[src/rtl/gamma_lut_loader.sv]
// Write-side loader for the per-channel gamma LUTs: takes a table over AXI4-Stream and
// writes each entry into the masked LUTs one cycle after its handshake. It checks the table length.
module gamma_lut_loader #(
    parameter int PX_WIDTH        = 10,
    parameter int CHANNELS_AMOUNT = 3,
    parameter int TDATA_WIDTH     = 16
) (
    input  logic                       clk_i,
    input  logic                       rst_n_i,
    input  logic                       start_i,
    input  logic [CHANNELS_AMOUNT-1:0] chan_mask_i,
    input  logic                       table_tvalid_i,
    output logic                       table_tready_o,
    input  logic [TDATA_WIDTH-1:0]     table_tdata_i,
    input  logic                       table_tlast_i,
    output logic [CHANNELS_AMOUNT-1:0] lut_wr_en_o,
    output logic [PX_WIDTH-1:0]        lut_wr_addr_o,
    output logic [PX_WIDTH-1:0]        lut_wr_data_o,
    output logic                       busy_o,
    output logic                       done_o,
    output logic                       err_o
);

    typedef enum logic [1:0] {
        ST_IDLE  = 2'd0,
        ST_LOAD  = 2'd1,
        ST_DRAIN = 2'd2,
        ST_DONE  = 2'd3
    } state_t;

    localparam logic [PX_WIDTH:0] LAST_IDX = {1'b0, {PX_WIDTH{1'b1}}};

    state_t                      state_q, state_d;
    logic [CHANNELS_AMOUNT-1:0]  mask_q, mask_d;
    logic [PX_WIDTH:0]           cnt_q, cnt_d;
    logic                        err_q, err_d;
    logic                        done_q, done_d;
    logic                        tready_q, tready_d;
    logic                        busy_q, busy_d;
    logic [CHANNELS_AMOUNT-1:0]  wr_en_q, wr_en_d;
    logic [PX_WIDTH-1:0]         wr_addr_q, wr_addr_d;
    logic [PX_WIDTH-1:0]         wr_data_q, wr_data_d;
    logic                        hs;

    // Entry values live in the low bits only; the rest of the beat is deliberately dropped.
    generate
        if (TDATA_WIDTH > PX_WIDTH) begin : g_tdata_hi
            logic unused_tdata_hi;
            assign unused_tdata_hi = ^table_tdata_i[TDATA_WIDTH-1:PX_WIDTH];
        end
    endgenerate

    assign hs = table_tvalid_i & tready_q;

    always_comb begin
        state_d   = state_q;
        mask_d    = mask_q;
        cnt_d     = cnt_q;
        err_d     = err_q;
        done_d    = 1'b0;
        wr_en_d   = '0;
        wr_addr_d = wr_addr_q;
        wr_data_d = wr_data_q;

        case (state_q)
            ST_IDLE: begin
                if (start_i) begin
                    if (chan_mask_i != '0) begin
                        mask_d  = chan_mask_i;
                        cnt_d   = '0;
                        err_d   = 1'b0;
                        state_d = ST_LOAD;
                    end else begin
                        err_d  = 1'b1;
                        done_d = 1'b1;
                    end
                end
            end
            ST_LOAD: begin
                if (hs) begin
                    wr_en_d   = mask_q;
                    wr_addr_d = cnt_q[PX_WIDTH-1:0];
                    wr_data_d = table_tdata_i[PX_WIDTH-1:0];
                    cnt_d     = cnt_q + 1'b1;
                    if (cnt_q == LAST_IDX) begin
                        if (table_tlast_i) begin
                            state_d = ST_DONE;
                        end else begin
                            err_d   = 1'b1;
                            state_d = ST_DRAIN;
                        end
                    end else if (table_tlast_i) begin
                        err_d   = 1'b1;
                        state_d = ST_DONE;
                    end
                end
            end
            ST_DRAIN: begin
                if (hs && table_tlast_i) begin
                    state_d = ST_DONE;
                end
            end
            ST_DONE: begin
                state_d = ST_IDLE;
            end
            default: begin
                state_d = ST_IDLE;
            end
        endcase

        // Outputs are registered from the next state so they line up with state_q.
        if (state_d == ST_DONE) begin
            done_d = 1'b1;
        end
        tready_d = (state_d == ST_LOAD) || (state_d == ST_DRAIN);
        busy_d   = (state_d != ST_IDLE);
    end

    always_ff @(posedge clk_i or negedge rst_n_i) begin
        if (!rst_n_i) begin
            state_q   <= ST_IDLE;
            mask_q    <= '0;
            cnt_q     <= '0;
            err_q     <= 1'b0;
            done_q    <= 1'b0;
            tready_q  <= 1'b0;
            busy_q    <= 1'b0;
            wr_en_q   <= '0;
            wr_addr_q <= '0;
            wr_data_q <= '0;
        end else begin
            state_q   <= state_d;
            mask_q    <= mask_d;
            cnt_q     <= cnt_d;
            err_q     <= err_d;
            done_q    <= done_d;
            tready_q  <= tready_d;
            busy_q    <= busy_d;
            wr_en_q   <= wr_en_d;
            wr_addr_q <= wr_addr_d;
            wr_data_q <= wr_data_d;
        end
    end

    assign table_tready_o = tready_q;
    assign lut_wr_en_o    = wr_en_q;
    assign lut_wr_addr_o  = wr_addr_q;
    assign lut_wr_data_o  = wr_data_q;
    assign busy_o         = busy_q;
    assign done_o         = done_q;
    assign err_o          = err_q;

endmodule

[config.mk]
export PLATFORM = sky130hd
export DESIGN_NAME = gamma_lut_loader
export DESIGN_NICKNAME = d
export VERILOG_FILES = /design/src/rtl/gamma_lut_loader.sv
export SDC_FILE = /design/constraint.sdc
export NUM_CORES = 1
export LEC_CHECK = 0
export CORE_MARGIN = 2
export CORE_UTILIZATION = 51
export CTS_CLUSTER_SIZE = 24
export DETAILED_ROUTE_END_ITERATION = 7
export GPL_ROUTABILITY_DRIVEN = 0
export PLACE_DENSITY = 0.95
export SLEW_MARGIN = 20
export SYNTH_ARGS = -nofsm -noshare
export SYNTH_HDL_FRONTEND = slang
export SYNTH_SLANG_ARGS = --single-unit
[constraint.sdc]
create_clock -name clk_i -period 2.9 [get_ports clk_i]
set_clock_uncertainty 0.1 [all_clocks]
set_input_delay 0.725 -clock clk_i [delete_from_list [all_inputs] [get_ports clk_i]]
set_output_delay 0.725 -clock clk_i [all_outputs]
set_load 0.01 [all_outputs]
## Yosys cells after proc, flatten, opt, wreduce, memory -nomap -nowiden

Index checks and enable logic that the tools add are counted.

| storage, ports and cells | value |
|---|---|
| flip-flop bits (word level) | 43 |
| output and inout bits | 27 |
| word-level logic and storage cells | 58 |

| operators by class | value |
|---|---|
| add/sub/neg operators | 1 |
| equality and inequality tests | 12 |
| multiplexer cells | 24 |
| bitwise operators | 1 |
| reductions and logical operators | 10 |

Operators by type and width:

| cell | number |
|---|---|
| 11-bit two-way mux | 3 |
| 11-bit one-hot mux with 2 select lines | 1 |
| 2-bit two-way mux | 6 |
| 11-bit by 1-bit adder with 11-bit output, second input constant | 1 |
| 11-bit by 10-bit == test with 1-bit output, second input constant | 1 |
| 1-bit two-way mux | 10 |
| 2-bit == test, second input constant | 4 |
| 2-bit one-hot mux with 4 select lines | 1 |
| 3-bit two-way mux | 2 |
| 2-bit != test, second input constant | 3 |
| 3-bit != test, second input constant | 2 |
| 5-bit AND reduction | 1 |
| 2-bit by 1-bit == test with 1-bit output, second input constant | 2 |
| 4-bit AND reduction | 1 |
| 2-bit nonzero test | 2 |
| 3-bit AND reduction | 1 |
| 3-bit nonzero test | 1 |
| 2-bit logical NOT | 1 |
| 1-bit one-hot mux with 2 select lines | 1 |
| 2-bit AND reduction | 1 |
| 1-bit bitwise AND | 1 |
| 1-bit logical AND | 1 |
| 1-bit logical OR | 1 |

## Longest topological paths before layout

| logic depth | value |
|---|---|
| word-level depth | 6 |
| gate-level depth with buffers | 7 |
| depth with buffers taken out | 7 |

## Worst setup path before layout

OpenSTA, ideal clock, no wires.

| timing | value |
|---|---|
| path kind | input-to-reg |
| start | input chan_mask_i[1] |
| end | register cnt_q[6] |
| arrival | 1.973 ns |
| setup slack | 0.761 ns |
| stages | 5 |
| path buffers | 1 |
| path through | or3_4 > and2_1 > buf_6 > or4_1 > nand2_1 |

| between the ends | value |
|---|---|
| longest elaborated chain between the ends | 3 |

RTL lines:

| element | line | text |
|---|---|---|
| start: declaration | 11 | `input logic [CHANNELS_AMOUNT-1:0] chan_mask_i,` |
| 3-bit nonzero test | 68 | `if (chan_mask_i != '0) begin` |
| 2-bit != test (no source line) | -- |  |
| 4-bit AND reduction (no source line) | -- |  |
| end signal: assignment | 134 | `cnt_q <= cnt_d;` |
| end: declaration | 35 | `logic [PX_WIDTH:0] cnt_q, cnt_d;` |

Every way passes these cells.
A chain may end at the register's enable or synchronous reset.

## Worst setup path after layout

| timing | value |
|---|---|
| start | input table_tvalid_i |
| end | register cnt_q[6] |

| between the ends | value |
|---|---|
| longest elaborated chain between the ends | 3 |

RTL lines:

| element | line | text |
|---|---|---|
| start: declaration | 12 | `input logic table_tvalid_i,` |
| 1-bit bitwise AND | 53 | `assign hs = table_tvalid_i & tready_q;` |
| 2-bit != test (no source line) | -- |  |
| 4-bit AND reduction (no source line) | -- |  |

Every way passes these cells.

==> metrics.yaml <==
fin_crit_sh_pct: 81.0
wl_um: 3710
worst_path_dominant_cell_family: "simple AND/OR/NAND/NOR gates"
fill_cells: 280
synth_edf_count: 0
cts_tree: "yes"
cts_hold_buf: 0
final_core_util_pct: 68.5
grt_antenna_before_repair: 0
syn_inst: 188
dpl_worst_slack_ns: 0.254
dr.pass1.iters: 4
multi_input_area_um2: 741
insertion_delay_ns: 0.29
htree_levels: 2
ant_nets: 0
synth.distinct_cells: 37
cp-startpoint: "table_tvalid_i"
syn_nets: 215
synth_area_leader_cell: "dfrtp_1"
critPathCaptureType: "register"
hold_viol_final: 0
viasPerCell: 5.32
tns_ns: 0
synth_top_family_by_area: "simple AND/OR/NAND/NOR gates"
setup_viol: 0
layout-drive-gt1-share_pct: 8.02
grt_pass1_wl_um: 6340
crit_type: "in -> reg"
die_y_um: 64.7
max_freq_mhz: 426
io_buffer_count: 44
ctsRootBufferMaster: "clkbuf_8"
irDropWorstVdd_v: 0.000447
yosys_warnings: 0
yosys.area_share.simple_pct: 25.7
placed_cells: 278
hold_start: "lut_wr_addr_o[2]$_DFFE_PN0P_"
critPathLaunchType: "primary input"
total_power_mw: 2.24
cts_buffers: 5
slew_headroom_pct: 38.5
nNetsFinal: 264
area_growth_pct: 31.7
num_rows: 22
netlist_area_um2: 1880
crit_path_max_incr_delay_ns: 0.54
timing.rr.start: "cnt_q[0]$_DFFE_PN0P_"
grtUsageTotal_pct: 19.8
die_x_um: 64.7
crit_arrival_ns: 2.48
required_ns: 3.03
synth_top_area_share_pct: 57.3
slew_viol_final: 0
post-route-drc-count: 0
p_leak_nw: 1.15
finalCriticalPeriod_ns: 2.35
final-instance-count-excl-fill: 285
path_cells: "clkdlybuf4s50_1 -> and4b_1 -> o221ai_1 -> or4_1 -> nand2_1"
ys_ff_latch: 43
dpl-instance-area_um2: 2370
synth_xor_area_share_pct: 0.467
design.die.area_um2: 4180
synthAdderAreaFrac_pct: 2.00
grt_pass1_vias: 1429
clock_sinks: 43
status: "completed"
synth_compound_area_share_pct: 10.8
rsz0062_at_grt: "no"
cts.repair.resized: 0
io_pins: 51
synthMuxAreaShare_pct: 0.533
tightest_slew_ns: 0.923
wire_per_inst_um: 13.0
fin_ws_ns: 0.550
path_clk_slew_ns: 0.07
vias: 1516
powerDensity_nw_per_um2: 907
cts_buffer_depth: 2
timing.hold.ws_ns: 0.375
synth_seq_area_share_pct: 57.3
path_max_fanout: 7
synth.avg_cell_area_um2: 9.98
path_buf_inv: 1
start_util_pct: 52.0
ys_top_cells_by_area: "dfrtp_1, nand2_1, o21ai_0, ha_1, a21oi_1"
regArea_um2: 1080
finalInstanceArea_um2: 2470
worstHoldPathType: "reg -> reg"
crit_slowest_cell: "or4_1"
synthFlopType: "dfrtp_1"
synthArstFlopShare_pct: 100
diodes: 0
dp_hpwl_um: 2700
drtIter0Drc: 72
maxCapViolCount: 0
cts_setup_buffers: 0
grt_max_degree: 44
grt_remaining_overflow: 0
core_area_um2: 3610
## cells in the mapped netlist, drive strengths merged (2+ instances only)
library cell,instances
nand2,66
dfrtp,43
o21ai,8
a21oi,7
clkbuf,5
or3,5
a22o,4
and2,4
nand3,4
or4,4
buf,3
ha,3
inv,3
o31ai,3
and3,2
nand4,2
nor2,2
nor3,2
nor3b,2
or2,2
## final timing paths
| path | endpoint | slack [ns] | depth (start not counted) |
|---|---|---|---|
| max in group asynchronous | cnt_q[5]$_DFFE_PN0P_ | 1.66 | 1 |
| worst min register to register | lut_wr_addr_o[2]$_DFFE_PN0P_ | 0.38 | 2 |
| worst max register to register | done_o$_DFF_PN0_ | 0.58 | 7 |
| min in group asynchronous | lut_wr_addr_o[8]$_DFFE_PN0P_ | 0.47 | 1 |
| worst min-delay path | lut_wr_addr_o[2]$_DFFE_PN0P_ | 0.38 | 2 |
| worst max-delay path | cnt_q[6]$_DFFE_PN0P_ | 0.55 | 5 |
## layout make-up
class                   instances  area share [%]
clock inverters                 1            1.22
repair buffers                 50            19.4
clock buffers                   6            2.94
inverters                       3           0.456
well taps                      48            2.43
flip-flops and latches         43            43.5
multi-input cells             134            30.0
## cell usage in the layout (no fill, tap or decap), types with 2 or more instances in the layout
master,count
nand2_1,66
dfrtp_1,43
clkdlybuf4s50_1,43
o21ai_0,8
a21oi_1,7
buf_4,6
clkbuf_8,5
and2_1,4
nand3_1,4
or3_1,4
a22o_1,4
or4_1,4
inv_1,3
o31ai_1,3
ha_1,3
nand4_1,2
and3_1,2
nor2_1,2
or2_2,2
nor3_1,2
## flip-flops by register name, indices dropped and copies added, names as in the netlist
register        cells
busy_o              1
cnt_q              11
done_o              1
err_o               1
lut_wr_addr_o      10
lut_wr_data_o      10
lut_wr_en_o         3
mask_q              3
state_q             2
table_tready_o      1
## worst register-to-register path: stages, from the launching register on
cell and delay (ns):
dfrtp_1 0.44, ha_1 0.20, and3_1 0.19, nor4b_1 0.58, a31o_2 0.26, nand3_1 0.10
ha_1 0.21, a21o_1 0.14
## cells by family (layout without fill, tap and decap cells)
logic type	after synthesis	after routing
AO/OA/AOI/OAI	29	29
XOR/XNOR	1	1
adder cells (fa/ha/maj)	3	3
buffers and inverters	11	60
flip-flops	43	43
multiplexers	1	1
AND/OR/NAND/NOR	100	100
## routing by layer
| metal | track usage (%) | up-vias | share of wire, % | routed length, um |
|---|---|---|---|---|
| met3 | 4.86 | 2 | 4.4 | 164 |
| met1 | 25.2 | 738 | 44 | 1630 |
| li1 | - | 736 | - | - |
| met2 | 34.1 | 40 | 51 | 1890 |
| met5 | 0 | - | 0 | 0 |
| met4 | 4.79 | 0 | 0.73 | 27 |
## power by group
group / total [mW] / internal, mW / switching (mW) / leakage, nW
combinational: 0.866 / 0.452 / 0.414 / 0.541
sequential: 0.936 / 0.798 / 0.139 / 0.556
clock: 0.438 / 0.252 / 0.186 / 0.0513
total: 2.24 / 1.50 / 0.738 / 1.15
(Power assumes the default switching activity.)
